[src/rtl/fifo_wr_arbiter.sv]
// Round-robin write arbiter: several producers share one FIFO write port.
// Grants are registered one-cycle pulses issued together with the winning
// producer's data. The block also counts acknowledged writes and flags
// failed ones.
module fifo_wr_arbiter #(
  parameter int NUM_REQ    = 4,
  parameter int FIFO_WIDTH = 16
) (
  input  logic                          clk,
  input  logic                          rst_n,
  input  logic                          en,
  input  logic [NUM_REQ-1:0]            req,
  input  logic [NUM_REQ*FIFO_WIDTH-1:0] data,
  output logic [NUM_REQ-1:0]            gnt,
  output logic                          fifo_wr_en,
  output logic [FIFO_WIDTH-1:0]         fifo_data_in,
  input  logic                          fifo_full,
  input  logic                          fifo_almostfull,
  input  logic                          fifo_wr_ack,
  input  logic                          fifo_overflow,
  output logic                          busy,
  output logic                          err,
  output logic [15:0]                   wr_count
);

  localparam int LG_W = (NUM_REQ > 1) ? $clog2(NUM_REQ) : 1;

  typedef enum logic [1:0] {
    IDLE  = 2'd0,
    ISSUE = 2'd1,
    STALL = 2'd2
  } state_t;

  state_t                  state, state_next;
  logic [LG_W-1:0]         last_grant, last_grant_next;
  logic [LG_W-1:0]         win_idx;
  logic [NUM_REQ-1:0]      eligible, upper_mask, pick, win_oh, gnt_next;
  logic [FIFO_WIDTH-1:0]   win_data, data_next;
  logic                    issue, wr_en_next;

  // A port that was just granted sits out one cycle; a write is held off
  // when the FIFO is full, or almost full with a write already in flight.
  always_comb begin
    eligible = req & ~gnt;
    issue    = en && !fifo_full && !(fifo_almostfull && fifo_wr_en) && (|eligible);
  end

  // Round-robin pick: lowest eligible port above last_grant, else lowest
  // eligible port overall (the wrap-around).
  always_comb begin
    // NOTE: every combinational output gets a default before any branch or
    // loop, so no path leaves a variable unassigned and no latch is inferred.
    upper_mask = '0;
    win_idx    = '0;
    win_oh     = '0;
    win_data   = '0;
    for (int i = 0; i < NUM_REQ; i++) begin
      upper_mask[i] = (LG_W'(i) > last_grant);
    end
    pick = ((eligible & upper_mask) != '0) ? (eligible & upper_mask) : eligible;
    // Descending scan so the lowest set bit of pick is the one left standing.
    for (int i = NUM_REQ - 1; i >= 0; i--) begin
      if (pick[i]) begin
        win_idx    = LG_W'(i);
        win_oh     = '0;
        win_oh[i]  = 1'b1;
        win_data   = data[i*FIFO_WIDTH +: FIFO_WIDTH];
      end
    end
  end

  // Next state and next registered outputs.
  always_comb begin
    state_next      = IDLE;
    gnt_next        = '0;
    wr_en_next      = 1'b0;
    data_next       = fifo_data_in;
    last_grant_next = last_grant;
    if (issue) begin
      state_next      = ISSUE;
      gnt_next        = win_oh;
      wr_en_next      = 1'b1;
      data_next       = win_data;
      last_grant_next = win_idx;
    end else if (|req) begin
      state_next = STALL;
    end
  end

  // State register plus the registered grant/write outputs. last_grant
  // resets to the top port so the first grant starts the search at port 0.
  always_ff @(posedge clk or negedge rst_n) begin
    if (!rst_n) begin
      state        <= IDLE;
      gnt          <= '0;
      fifo_wr_en   <= 1'b0;
      fifo_data_in <= '0;
      last_grant   <= LG_W'(NUM_REQ - 1);
    end else begin
      // NOTE: sequential state uses non-blocking assignments only, so every
      // register samples the pre-edge values regardless of statement order.
      state        <= state_next;
      gnt          <= gnt_next;
      fifo_wr_en   <= wr_en_next;
      fifo_data_in <= data_next;
      last_grant   <= last_grant_next;
    end
  end

  // FIFO response to last cycle's write: count acks, latch any failure.
  always_ff @(posedge clk or negedge rst_n) begin
    if (!rst_n) begin
      err      <= 1'b0;
      wr_count <= '0;
    end else if (fifo_wr_en) begin
      if (fifo_wr_ack) begin
        wr_count <= wr_count + 16'd1;
      end
      if (!fifo_wr_ack || fifo_overflow) begin
        err <= 1'b1;
      end
    end
  end

  assign busy = (state != IDLE);

endmodule

[config.mk]
export PLATFORM = sky130hd
export DESIGN_NAME = fifo_wr_arbiter
export DESIGN_NICKNAME = d
export VERILOG_FILES = /design/src/rtl/fifo_wr_arbiter.sv
export SDC_FILE = /design/constraint.sdc
export NUM_CORES = 1
export LEC_CHECK = 0
export CAP_MARGIN = 10
export CORE_MARGIN = 2
export CORE_UTILIZATION = 23
export DETAILED_ROUTE_END_ITERATION = 12
export GPL_TIMING_DRIVEN = 0
export HOLD_SLACK_MARGIN = 0.03
export SYNTH_ARGS = -nofsm -noshare
export SYNTH_HDL_FRONTEND = slang
export SYNTH_SLANG_ARGS = --single-unit
export TNS_END_PERCENT = 30
[constraint.sdc]
create_clock -name clk -period 4.36 [get_ports clk]
set_input_delay 0.872 -clock clk [delete_from_list [all_inputs] [get_ports clk]]
set_output_delay 0.872 -clock clk [all_outputs]
set_load 0.1 [all_outputs]
## Word level (Yosys, flattened, before mapping)

Cells that the tools add are included.

- Register bits after elaboration: 42
- Output and inout port bits: 39
- Bits of input ports: 75

- Muxes and demuxes: 17
- $lt $le $gt $ge: 4
- Reductions and logical operators: 14
- Bitwise operators: 3
- $add $sub $neg: 1

Operators by type and width:

| kind | count |
|---|---|
| 16-bit 2-to-1 mux | 4 |
| 4-bit 2-to-1 mux | 6 |
| 16-bit by 1-bit adder with 16-bit output (second input constant) | 1 |
| 2-bit 2-to-1 mux | 6 |
| 4-bit bitwise AND | 2 |
| 4-bit OR reduction | 2 |
| 1-bit by 2-bit > comparator with 1-bit output (first input constant) | 2 |
| 2-bit > comparator (first input constant) | 2 |
| 1-bit logical AND | 4 |
| 4-bit inverter | 1 |
| 2-bit AND reduction | 2 |
| 4-bit nonzero test | 1 |
| 1-bit logical NOT | 3 |
| 2-bit nonzero test | 1 |
| 1-bit logical OR | 1 |
| 1-bit 2-to-1 mux | 1 |

## Depth between registers and ports, before layout

Gate-level depths: netlist of run 1.

- Word-level depth: 10
- Gate-level depth with buffers: 7
- Mapped depth without buffers: 5

## Worst setup path after synthesis of run 1

OpenSTA, ideal clock, no wires.

- Path type: register -> output
- Start point: register state[0]
- End point: output port busy
- Cell stages (with the launch flop): 2
- Slack: 1.973 ns
- Buffers on the path: 0
- Data arrival time: 1.515 ns
- Path through: dfrtp_1 > or2_2

- Longest elaborated chain between the ends: 1

RTL lines:

| item | RTL line | RTL |
|---|---|---|
| from (decl) | 34 | `state_t state, state_next;` |
| from (signal assigned) | 102 | `state <= state_next;` |
| 2-bit nonzero test | 125 | `assign busy = (state != IDLE);` |
| to (decl) | 21 | `output logic busy,` |

Every way passes these cells.

## Worst setup path in the final report of run 1

Same ends and word-level chain as after synthesis.

==> impl_metrics.csv, run 1 <==
group,metric,value,unit
cts,cts_buffer_depth,2,
global_route,grt_pass1_vias,2028,
synth,synth_compound_area_frac,0.254,
floorplan,io_pins,114,
timing,whs,0.430,ns
synth,ys_seq_area_frac,0.490,
cts,htreeDepth,2,
synth,yosysMostFrequentCell,"dfrtp_1",
global_route,grt_pass1_wl,10000,um
synth,synth_enable_flop_cells,0,
timing,finClkSkew,0.00676,ns
worst_setup_path,cp-end-kind,"output pin",
synth,yosys.area_share.adder,0.00596,
drt,drt-vias-per-instance,4.65,
timing,slew_viol_final,0,
drt,routedWlPerCell,14.7,um
timing,tightest_slew,1.01,ns
cts,clk_pin_slew_worst_paths,0.08,ns
cells_and_area,insertedDiodeCount,0,
drt,drt_wl_total,6170,um
synth,synthArstFlopShare,1.00,
global_route,gr-total-overflow,0,
cells_and_area,drive_gt1_frac,0.129,
power,ir_drop,0.285,mV
cts,clockRootBuffer,"clkbuf_8",
placed_design,port_buffers,113,
status,status,"finished, final reports clean",
timing,fin_crit_sh,0.652,
drt,drcViolationCount,0,
worst_setup_path,r2r-start,"state[0]$_DFF_PN0_",
cts,cts_tree,"built",
worst_setup_path,worstSetupPathType,"register to output pin",
drt,vias,1950,
synth,syn_area,2100,um2
worst_setup_path,cpMaxStageDelayCell,"clkdlybuf4s50_1",
timing,setup_viol,0,
worst_hold_path,hold_class,"input pin to async pin",
cts,post_cts_buffers,0,
drt,firstDrtPassIters,4,
placed_design,finalWeightedCongestion,0.774,
synth,ys.warnings.count,0,
floorplan,start_util,0.239,
cells_and_area,fin_nets,386,
synth,netlist_top_cells_count,"39 x dfrtp_1, 22 x nor2_1, 16 x a221oi_1, 16 x a22oi_1, 12 x xnor2_1",
global_route,grt_max_degree,34,
timing,tns,0,ns
floorplan,die_w,99.6,um
worst_setup_path,critPathMaxStageDelay,0.97,ns
worst_setup_path,crit_chain,"or2_2 -> clkdlybuf4s50_1",
synth,syn_area_per_cell,11.1,um2
synth,synth_cells,189,
synth,synthXorXnorAreaFrac,0.0625,
synth,yosys.area_share.simple,0.151,
synth,synth.distinct_cells,40,
power,power.density,516,nW/um2
worst_setup_path,crit_start,"state[0]$_DFF_PN0_",
timing,hold_viol_final,0,
synth,synthMuxAreaShare,0.00536,
drt,initialDrtViolationCount,79,
timing,fin_crit,2.84,ns
timing,slew_headroom,0.326,
synth,synth_area_leaders,"dfrtp_1 46%, a221oi_1 6.7%, a22oi_1 5.7%",
floorplan,die_area,9910,um2
global_route,track_usage,0.129,
cts,clk_latency,0.29,ns
cts,numCtsBuffers,5,
synth,syn_nets,265,
cts,cts_resized,0,
cts,cts_hold_buf,0,
cells_and_area,synthToLayoutAreaGrowth,66.1,%
timing,rsz0062_at_grt,"false",
floorplan,die_h,99.6,um
synth,synth_top_area_cell,"dfrtp_1",
cts,cts_num_sinks,41,
worst_setup_path,reg2reg_slack,2.27,ns
placed_design,hpwl,4770,um
synth,synthFlopType,"dfrtp_1",
worst_setup_path,startpoint_type,"register",
synth,synth.top_cell.area_share,0.465,
worst_setup_path,cp_max_fo,5,
worst_setup_path,cp.required,3.49,ns
floorplan,core,8810,um2
worst_setup_path,cp.arrival,1.97,ns
synth,synth_top_family_by_area,"compound AO/OA/AOI/OAI gates",
timing,fmaxAchievable,0.352,GHz
run,max_cap_violations,0,
cells_and_area,fillers,888,
global_route,antenna_found_initial,0,
synth,ys_ff_latch,41,
floorplan,core.rowCount,34,
power,p_leak,0.00137,uW
drt,ant_nets,0,
state kept, by name (all words and copies together) (netlist names):
signal        flops
state             2
last_grant        2
gnt               4
fifo_data_in     16
wr_count         16
err               1
per-stage QoR:
| stage | instances | total power (uW) | instance area, um2 | setup slack [ns] | util |
|---|---|---|---|---|---|
| 5_1_grt | 419 | 1890 | 3490 | 1.42 | 0.396 |
| 2_1_floorplan | 189 | 1230 | 2100 | 1.97 | - |
| 3_3_place_gp | 410 | 1510 | 3370 | 1.25 | 0.382 |
| 4_1_cts | 419 | 1820 | 3490 | 1.49 | 0.396 |
| 3_5_place_dp | 411 | 1520 | 3380 | 1.25 | 0.384 |
| 6_report | 419 | 1800 | 3490 | 1.52 | 0.396 |
cell type report:
cell class	instances	area [um2]	share of cell area
Inverter	4	15.0	0.00430
Timing Repair Buffer	114	1150	0.328
Clock buffer	6	72.6	0.0208
Multi-Input combinational cell	135	1000	0.288
Buffer	9	52.6	0.0151
Clock inverter	2	35.0	0.0100
Tap cell	108	135	0.0387
Sequential cell	41	1030	0.295
worst paths after layout:
check,end,cells after the start
worst max-delay path,busy,2
worst min-delay path,wr_count[8]$_DFFE_PN0P_,1
worst max register to register,fifo_data_in[13]$_DFFE_PN0P_,5
worst min register to register,wr_count[15]$_DFFE_PN0P_,1
max in group asynchronous,last_grant[1]$_DFFE_PN1P_,2
min in group clk,wr_count[15]$_DFFE_PN0P_,1
kinds of logic (layout without fill, tap and decap cells):
group / after synthesis / after routing
and+or+nand+nor: 60 / 60
AOI/OAI and AO/OA: 58 / 58
DFF: 41 / 41
xor gates and xnor gates: 15 / 15
buffers and inverters: 13 / 135
adders and majority gates: 1 / 1
muxes: 1 / 1
cell usage in the layout (no fill, tap or decap), types with 2 or more instances in the layout:
cell type and instances:
a221oi_1 16, o31ai_2 9, buf_2 7, nand4_1 4, nand3_1 5, and2_1 2
dfstp_2 2, nor2_2 2, o31ai_1 7, nand2_1 10, xnor2_1 12, clkbuf_1 2
xor2_1 3, nand2b_1 4, nor2_1 22, o21ai_1 2, clkbuf_8 5, nor2b_1 2
dfrtp_1 39, inv_1 4, a22oi_1 16, nand2b_2 2, clkdlybuf4s50_1 112
worst max-delay path: cells and delay by family (launching register included):
family | cells | cell delay (ns)
buffers and inverters | 1 | 0.97
DFF | 1 | 0.41
and+or+nand+nor | 1 | 0.30
report_power, final:
part	switching (uW)	internal (uW)	total [uW]
clock	129	170	299
combinational	700	282	981
sequential	61.4	458	520
metal layers:
layer,part of all wire,track usage
met3,0.063,0.0351
met2,0.53,0.241
met4,0.0062,0.0285
met1,0.40,0.145
met5,0,0
Power figures use the tool's default switching activity.
==> inputs of run 2 (changes only) <==
==> constraint.sdc (replaced) <==
create_clock -name clk -period 2.73 [get_ports clk]
set_input_delay 0.546 -clock clk [delete_from_list [all_inputs] [get_ports clk]]
set_output_delay 0.546 -clock clk [all_outputs]
set_load 0.1 [all_outputs]
==> results of run 2 <==
Same layout as run 1 (identical final DEF). Status: finished, final reports clean.
Among the figures that moved: setup slack after placement 1.25 ns -> -0.0568 ns; setup slack after layout 1.52 ns -> 0.211 ns; hold slack 0.430 ns -> 0.104 ns; register-to-register setup slack 2.27 ns -> 0.64 ns; total power 1800 uW -> 2870 uW; worst IR drop on VDD 0.285 mV -> 0.456 mV
